--- src/rtl/sequenciador_ula_if.sv ---
// sequenciador_ula_if: command, response and ULA pin bundle for the ULA sequencer
interface sequenciador_ula_if;
    logic       cmd_valid;
    logic       cmd_ready;
    logic [2:0] cmd_op;
    logic [7:0] cmd_a;
    logic [7:0] cmd_b;
    logic       res_valid;
    logic       res_ready;
    logic [7:0] res_dado;
    logic       res_zero;
    logic       res_erro;
    logic [7:0] ula_entrada1;
    logic [7:0] ula_entrada2;
    logic [1:0] ula_op;
    logic [7:0] ula_resultado;
    logic       ula_zero;

    // environment side: issues commands, takes responses, hosts the combinational ULA
    modport master (
        output cmd_valid, cmd_op, cmd_a, cmd_b, res_ready, ula_resultado, ula_zero,
        input  cmd_ready, res_valid, res_dado, res_zero, res_erro, ula_entrada1, ula_entrada2, ula_op
    );

    // sequencer side
    modport slave (
        input  cmd_valid, cmd_op, cmd_a, cmd_b, res_ready, ula_resultado, ula_zero,
        output cmd_ready, res_valid, res_dado, res_zero, res_erro, ula_entrada1, ula_entrada2, ula_op
    );
endinterface

--- src/rtl/sequenciador_ula.sv ---
// sequenciador_ula: multi-cycle command sequencer around the 8-bit ULA; define SEQ_ULA_MUL_EN to build the 8-step shift-add MUL
module sequenciador_ula (
    input logic               clock,
    input logic               reset,
    sequenciador_ula_if.slave bus
);
    typedef enum logic [1:0] {OCIOSO, EXEC, MUL_PASSO, RESPOSTA} estado_t;

    estado_t    estado, proximo;
    logic [2:0] op;
    logic [7:0] a, b;
    logic       aceita, ilegal;
`ifdef SEQ_ULA_MUL_EN
    logic [7:0] acc, mcand, mplier;
    logic [2:0] k;
    assign ilegal = bus.cmd_op[2:1] == 2'b11;
`else
    assign ilegal = bus.cmd_op[2] && bus.cmd_op != 3'b101;
`endif

    assign aceita        = bus.cmd_valid && estado == OCIOSO;
    assign bus.cmd_ready = estado == OCIOSO;
    assign bus.res_valid = estado == RESPOSTA;

    // next state and ULA drive; ULA pins depend only on latched registers
    always_comb begin
        proximo          = estado;
        bus.ula_entrada1 = 8'h00;
        bus.ula_entrada2 = 8'h00;
        bus.ula_op       = 2'b00;
        case (estado)
            OCIOSO:   if (aceita) proximo = ilegal ? RESPOSTA : (bus.cmd_op == 3'b100 ? MUL_PASSO : EXEC);
            EXEC: begin
                bus.ula_entrada1 = a;
                bus.ula_entrada2 = (op == 3'b001 || op[2]) ? 8'h00 : b;
                bus.ula_op       = op[2] ? {1'b0, a[7]} : op[1:0];
                proximo          = RESPOSTA;
            end
`ifdef SEQ_ULA_MUL_EN
            MUL_PASSO: begin
                bus.ula_entrada1 = acc;
                bus.ula_entrada2 = mplier[0] ? mcand : 8'h00;
                proximo          = k == 3'd7 ? RESPOSTA : MUL_PASSO;
            end
`endif
            RESPOSTA: if (bus.res_ready) proximo = OCIOSO;
            default:  proximo = OCIOSO;
        endcase
    end

    // state, operand latches and held response registers
    always_ff @(posedge clock) begin
        if (reset) begin
            estado       <= OCIOSO;
            op           <= 3'b000;
            a            <= 8'h00;
            b            <= 8'h00;
            bus.res_dado <= 8'h00;
            bus.res_zero <= 1'b0;
            bus.res_erro <= 1'b0;
`ifdef SEQ_ULA_MUL_EN
            acc          <= 8'h00;
            mcand        <= 8'h00;
            mplier       <= 8'h00;
            k            <= 3'd0;
`endif
        end else begin
            estado <= proximo;
            if (aceita) begin
                op <= bus.cmd_op;
                a  <= bus.cmd_a;
                b  <= bus.cmd_b;
`ifdef SEQ_ULA_MUL_EN
                acc    <= 8'h00;
                mcand  <= bus.cmd_a;
                mplier <= bus.cmd_b;
                k      <= 3'd0;
`endif
                if (ilegal) begin
                    bus.res_dado <= 8'h00;
                    bus.res_zero <= 1'b1;
                    bus.res_erro <= 1'b1;
                end
            end
            if (estado == EXEC) begin
                bus.res_dado <= bus.ula_resultado;
                bus.res_zero <= bus.ula_zero;
                bus.res_erro <= 1'b0;
            end
`ifdef SEQ_ULA_MUL_EN
            if (estado == MUL_PASSO) begin
                acc    <= bus.ula_resultado;
                mcand  <= mcand << 1;
                mplier <= mplier >> 1;
                k      <= k + 3'd1;
                if (k == 3'd7) begin
                    bus.res_dado <= bus.ula_resultado;
                    bus.res_zero <= bus.ula_resultado == 8'h00;
                    bus.res_erro <= 1'b0;
                end
            end
`endif
        end
    end
endmodule

--- src/flat_wrapper.sv ---
// flat-port wrapper written by rule: the top's interface ports become plain ports
module sequenciador_ula_flat 
  (clock, reset, bus_cmd_valid, bus_cmd_op, bus_cmd_a, bus_cmd_b, bus_res_ready, bus_ula_resultado, bus_ula_zero, bus_cmd_ready, bus_res_valid, bus_res_dado, bus_res_zero, bus_res_erro, bus_ula_entrada1, bus_ula_entrada2, bus_ula_op);
  sequenciador_ula_if bus_i ();
  input logic clock;
  input logic reset;
  input wire logic [$bits(bus_i.cmd_valid)-1:0] bus_cmd_valid;
  input wire logic [$bits(bus_i.cmd_op)-1:0] bus_cmd_op;
  input wire logic [$bits(bus_i.cmd_a)-1:0] bus_cmd_a;
  input wire logic [$bits(bus_i.cmd_b)-1:0] bus_cmd_b;
  input wire logic [$bits(bus_i.res_ready)-1:0] bus_res_ready;
  input wire logic [$bits(bus_i.ula_resultado)-1:0] bus_ula_resultado;
  input wire logic [$bits(bus_i.ula_zero)-1:0] bus_ula_zero;
  output wire logic [$bits(bus_i.cmd_ready)-1:0] bus_cmd_ready;
  output wire logic [$bits(bus_i.res_valid)-1:0] bus_res_valid;
  output wire logic [$bits(bus_i.res_dado)-1:0] bus_res_dado;
  output wire logic [$bits(bus_i.res_zero)-1:0] bus_res_zero;
  output wire logic [$bits(bus_i.res_erro)-1:0] bus_res_erro;
  output wire logic [$bits(bus_i.ula_entrada1)-1:0] bus_ula_entrada1;
  output wire logic [$bits(bus_i.ula_entrada2)-1:0] bus_ula_entrada2;
  output wire logic [$bits(bus_i.ula_op)-1:0] bus_ula_op;
  assign bus_i.cmd_valid = bus_cmd_valid;
  assign bus_i.cmd_op = bus_cmd_op;
  assign bus_i.cmd_a = bus_cmd_a;
  assign bus_i.cmd_b = bus_cmd_b;
  assign bus_i.res_ready = bus_res_ready;
  assign bus_i.ula_resultado = bus_ula_resultado;
  assign bus_i.ula_zero = bus_ula_zero;
  assign bus_cmd_ready = bus_i.cmd_ready;
  assign bus_res_valid = bus_i.res_valid;
  assign bus_res_dado = bus_i.res_dado;
  assign bus_res_zero = bus_i.res_zero;
  assign bus_res_erro = bus_i.res_erro;
  assign bus_ula_entrada1 = bus_i.ula_entrada1;
  assign bus_ula_entrada2 = bus_i.ula_entrada2;
  assign bus_ula_op = bus_i.ula_op;
  sequenciador_ula u_core (.clock(clock), .reset(reset), .bus(bus_i));
endmodule
--- config.mk ---
export PLATFORM = sky130hd
export DESIGN_NAME = sequenciador_ula_flat
export DESIGN_NICKNAME = d
export VERILOG_FILES = /design/src/rtl/sequenciador_ula_if.sv /design/src/rtl/sequenciador_ula.sv /design/src/flat_wrapper.sv
export SDC_FILE = /design/constraint.sdc
export NUM_CORES = 1
export LEC_CHECK = 0
export BUFFER_PORTS_ARGS = -buffer_cell sky130_fd_sc_hd__buf_2
export CAP_MARGIN = 30
export CORE_MARGIN = 4
export CORE_UTILIZATION = 35
export CTS_CLUSTER_SIZE = 14
export DETAILED_ROUTE_END_ITERATION = 12
export SLEW_MARGIN = 30
export SYNTH_ARGS = -nofsm -noshare
export SYNTH_HDL_FRONTEND = slang
export SYNTH_SLANG_ARGS = --single-unit
--- constraint.sdc ---
create_clock -name clock -period 1.5 [get_ports clock]
set_input_delay 0.15 -clock clock [delete_from_list [all_inputs] [get_ports clock]]
set_output_delay 0.15 -clock clock [all_outputs]
set_load 0.01 [all_outputs]
# After elaboration in Yosys (flattened, before gate mapping)
# Cells that the tools add are included.
# word_totals
word_cells,40
input_bits,32
reg_bits,31
# classes
n_reduce_logical,10
n_mux,16
eq_ne,7
# op_table
op,n
$mux W8,6
$mux W2,6
$pmux W2 S3,1
$reduce_and A2 Y1,3
$reduce_bool A2 Y1,2
$eq A3 B1 Y1 const B,1
$eq A3 B3 Y1 const B,1
$mux W1,3
$ne A3 B3 Y1 const B,1
$eq A2 B1 Y1 const B,1
$eq A2 B2 Y1 const B,1
$logic_and A1 B1 Y1,2
$logic_not A2 Y1,1
$ne A2 B1 Y1 const B,1
$ne A2 B2 Y1 const B,1
$reduce_or A2 Y1,1
$logic_or A1 B1 Y1,1

# Longest topological paths before layout
# depth
word_depth,5
mapped_depth,6
mapped_depth_nobuf,3

# Worst setup path before layout
# No wires, ideal clock.
# synth_timing
path_type,register to register
start,reg u_core.estado[1]
end,reg u_core.a[0]
setup_ps,132
path_buffers,3
path_stages_with_launch,7
path_slack_ps,212
arrival_time_ps,1156
t_required_ps,1368
synth_period_minus_slack_ps,1288
path_cell_list,dfxtp_1 -> buf_6 -> or3b_1 -> buf_6 -> buf_6 -> nand2_1 -> a21oi_1
# synth_via
elab_chain_cells,2
# synth_lines
element,line,rtl
start: declaration,sequenciador_ula.sv:9,"estado_t estado, proximo;"
start signal: assignment,sequenciador_ula.sv:68,estado <= proximo;
$logic_not A2 Y1,sequenciador_ula.sv:21,assign aceita = bus.cmd_valid && estado == OCIOSO;
$logic_and A1 B1 Y1,sequenciador_ula.sv:21,
end signal: assignment,sequenciador_ula.sv:71,a <= bus.cmd_a;
end: declaration,sequenciador_ula.sv:11,"logic [7:0] a, b;"
# Every way passes these cells.
# A chain may end at the register's enable or synchronous reset.

# Final worst setup path
# layout_timing
start,reg u_core.op[0]
end,out bus_ula_entrada2[2]
# layout_via
elab_chain_cells,4
# layout_lines
element,line,rtl
start: declaration,sequenciador_ula.sv:10,logic [2:0] op;
start signal: assignment,sequenciador_ula.sv:70,op <= bus.cmd_op;
$eq A3 B1 Y1,sequenciador_ula.sv:35,bus.ula_entrada2 = (op == 3'b001 || op[2]) ? 8'h00 : b;
$logic_or A1 B1 Y1,sequenciador_ula.sv:35,
$mux W8,sequenciador_ula.sv:35,
$mux W8,sequenciador_ula.sv:31,case (estado)
end: declaration,flat_wrapper.sv:20,output wire logic [$bits(bus_i.ula_entrada2)-1:0] bus_ula_entrada2;
# Every way passes these cells.

==> flow_metrics.py <==
metrics = {
    "outcome": {
        "status": "finished clean",
    },
    "critical_path": {
        "critPathRequiredTime_ns": 1.35,
        "worstSetupPathType": "reg -> out",
        "slowest_stage": "dfxtp_2",
        "max_stage_delay_ns": 0.32,
        "cp-end-kind": "output pin",
        "start_kind": "flip-flop",
        "arrival_ns": 1.29,
        "critPathMaxFanout": 8,
        "path_cells": "nor2b_1 -> nor3_2 -> buf_4 -> and2_4 -> buf_6",
    },
    "clock_tree": {
        "clock_latency_ns": 0.27,
        "h-tree-depth": 2,
        "cts_buffers": 5,
        "cts_tree": "built",
        "cts_root_buffer": "clkbuf_8",
        "cts.path.max_buffers": 2,
        "cts_hold_buffers": 0,
        "clk_transition_reported_paths_ns": 0.06,
        "clock-sinks": 31,
    },
    "global_routing": {
        "grt_pass1_vias": 1185,
        "antenna_found_initial": 0,
        "grt_max_degree": 20,
        "grtUsageTotal_pct": 13.8,
        "grt_overflow": 0,
        "grt_pass1_wl_mm": 5.59,
    },
    "job": {
        "drv_cap": 0,
    },
    "pwr": {
        "power.leakage_nw": 0.901,
        "combPwrFrac_pct": 20.3,
        "power_frac_clock_pct": 32.6,
        "internal_power_w": 0.00144,
        "powerDensity_nw_per_um2": 999,
        "irDropWorstVdd_mv": 0.581,
        "power_w": 0.00197,
        "switching_share_pct": 26.8,
        "p_switching_w": 0.000527,
        "p_seq_share_pct": 47.1,
    },
    "die": {
        "die_area_sq_um": 5100,
        "fp.dieW_um": 71.4,
        "fp-row-count": 22,
        "io_pins": 62,
        "die_y_um": 71.4,
        "start_util_pct": 37.4,
        "core_sq_um": 3770,
    },
    "timing": {
        "worst_slew_pin_slew_ns": 0.354,
        "relSlewSlack_pct": 76.3,
        "report.final.slew_viol_count": 0,
        "tns_ns": 0,
        "rsz0062_at_grt": "yes",
        "final.period_utilization_pct": 95.7,
        "setup_viol": 0,
        "fmax_mhz": 697,
        "hold_viol_final": 0,
        "skew_ns": 0.00251,
        "period_minus_slack_ns": 1.44,
    },
    "routing": {
        "dr.pass1.iters": 4,
        "drt_iter0_drc": 80,
        "avgRoutedWirePerCell_um": 12.4,
        "drcViolationCount": 0,
        "avgViaCountPerCell": 4.73,
        "drt.antenna.violating_nets": 0,
        "wl_mm": 3.61,
        "dr_total_vias": 1377,
    },
    "synthesis": {
        "synth.distinct_cells": 23,
        "synth-seq-cells": 31,
        "synth_area_leaders": "dfxtp_1, nand2_1, a21oi_1, and2_1, nor2b_1",
        "syn_avg_cell_area_sq_um": 8.05,
        "ys_seq_area_share_pct": 44.0,
        "yosys_most_used_dff": "dfxtp_1",
        "synth_fp_nets": 207,
        "async_reset_ff_share_pct": 0,
        "ys_warn_count": 0,
        "synth_top_area_share_pct": 44.0,
        "yosysTopAreaCell": "dfxtp_1",
        "syn_area_sq_um": 1410,
        "synth_edf_count": 0,
        "synth_cells": 175,
    },
    "hold_path": {
        "min_path_type": "in -> reg",
    },
    "final_layout": {
        "nets": 275,
        "final_cells": 291,
        "design_area_sq_um": 1970,
        "drive_gt1_share_pct": 39.9,
        "antennaDiodeCount": 0,
        "layout_commonest_cell": "buf_2",
        "area_delta_synth_final_pct": 39.9,
        "final_cell_mix": "buf_2, nand2_1, a21oi_1",
    },
    "place": {
        "dp_hpwl_mm": 2.57,
        "port_buffers": 61,
        "dpl_cell_area_sq_um": 1770,
        "place.gp.congestion": 0.769,
        "dp_cells": 282,
    },
}
==> critical path, delay by kind of cell (launching register included) <==
family | cells | cell delay [ns]
buffers and inverters | 2 | 0.27
flip-flops | 1 | 0.32
AND/OR/NAND/NOR | 3 | 0.42
==> layout make-up <==
| cell class | count | area [sq um] |
|---|---|---|
| clock inverters | 1 | 5.00 |
| multi-input cells | 130 | 737 |
| flip-flops and latches | 31 | 626 |
| fillers | 357 | 1800 |
| inverters | 1 | 3.75 |
| clock buffers | 6 | 82.6 |
| well taps | 48 | 60.1 |
| repair buffers | 74 | 457 |
==> flip-flops by register name, indices dropped and copies added (netlist names) <==
register             cells
u_core.a                 8
u_core.b                 8
u_core.bus.res_dado      8
u_core.op                3
u_core.estado            2
u_core.bus.res_erro      1
u_core.bus.res_zero      1
==> layer usage <==
layer | share of wire [%] | vias up | routed length [um] | track usage [%]
li1 | - | 717 | - | -
met5 | 0 | - | 0 | 0
met4 | 0.64 | 0 | 23 | 5.01
met3 | 7.3 | 2 | 262 | 5.75
met2 | 46 | 44 | 1640 | 20.7
met1 | 46 | 614 | 1680 | 17.7
==> kinds of logic (layout without fill, tap and decap cells) <==
group                  after synthesis  in the layout  synth area share, %
buffers and inverters               14             82                 6.13
and+or+nand+nor                     80             80                 29.7
DFF                                 31             31                 44.1
AOI/OAI and AO/OA                   49             49                 19.4
muxes                                1              1                0.711
==> power by group through the flow <==
stage | registers (W) | logic [W] | clock network, W
after floorplan | 0.000940 | 0.000229 | 0
after global placement | 0.000939 | 0.000369 | 0
after detailed placement | 0.000940 | 0.000371 | 0
after CTS | 0.000925 | 0.000385 | 0.000660
after global routing | 0.000934 | 0.000440 | 0.000708
final | 0.000927 | 0.000400 | 0.000641
==> worst paths after layout <==
check / cells after the start / to / startpoint / slack, ns
worst max-delay path: 5 / bus_ula_entrada2[2] / u_core.op[0] / 0.06
worst min-delay path: 3 / u_core.a[3] / bus_cmd_a[3] / 0.11
worst max register to register: 5 / u_core.op[1] / u_core.estado[1] / 0.29
worst min register to register: 2 / u_core.a[5] / u_core.a[5] / 0.45
==> through the flow <==
stage | utilization, % | setup slack [ns] | hold slack, ns
2_1_floorplan | - | 0.212 | 0.286
3_3_place_gp | 47.0 | 0.246 | 0.394
3_5_place_dp | 47.0 | 0.231 | 0.398
4_1_cts | 50.1 | 0.00221 | 0.103
5_1_grt | 52.3 | -0.00948 | 0.104
6_report | 52.3 | 0.0648 | 0.108
==> Yosys cell counts, types with 3 or more instances <==
cell type,number
a22oi_1,8
buf_6,3
dfxtp_1,31
o21ai_0,9
and2_1,17
clkbuf_1,5
a21oi_1,28
nand2_1,39
buf_2,3
nor2_1,4
nor2b_1,12
==> repair_timing <==
item | CTS | global route
pin swaps | 0 | 6
buffers inserted | 2 | 0
resized for setup | 4 | 20
setup endpoints to repair | 16 | 12
Note: power is estimated with default switching activity, not from simulation.
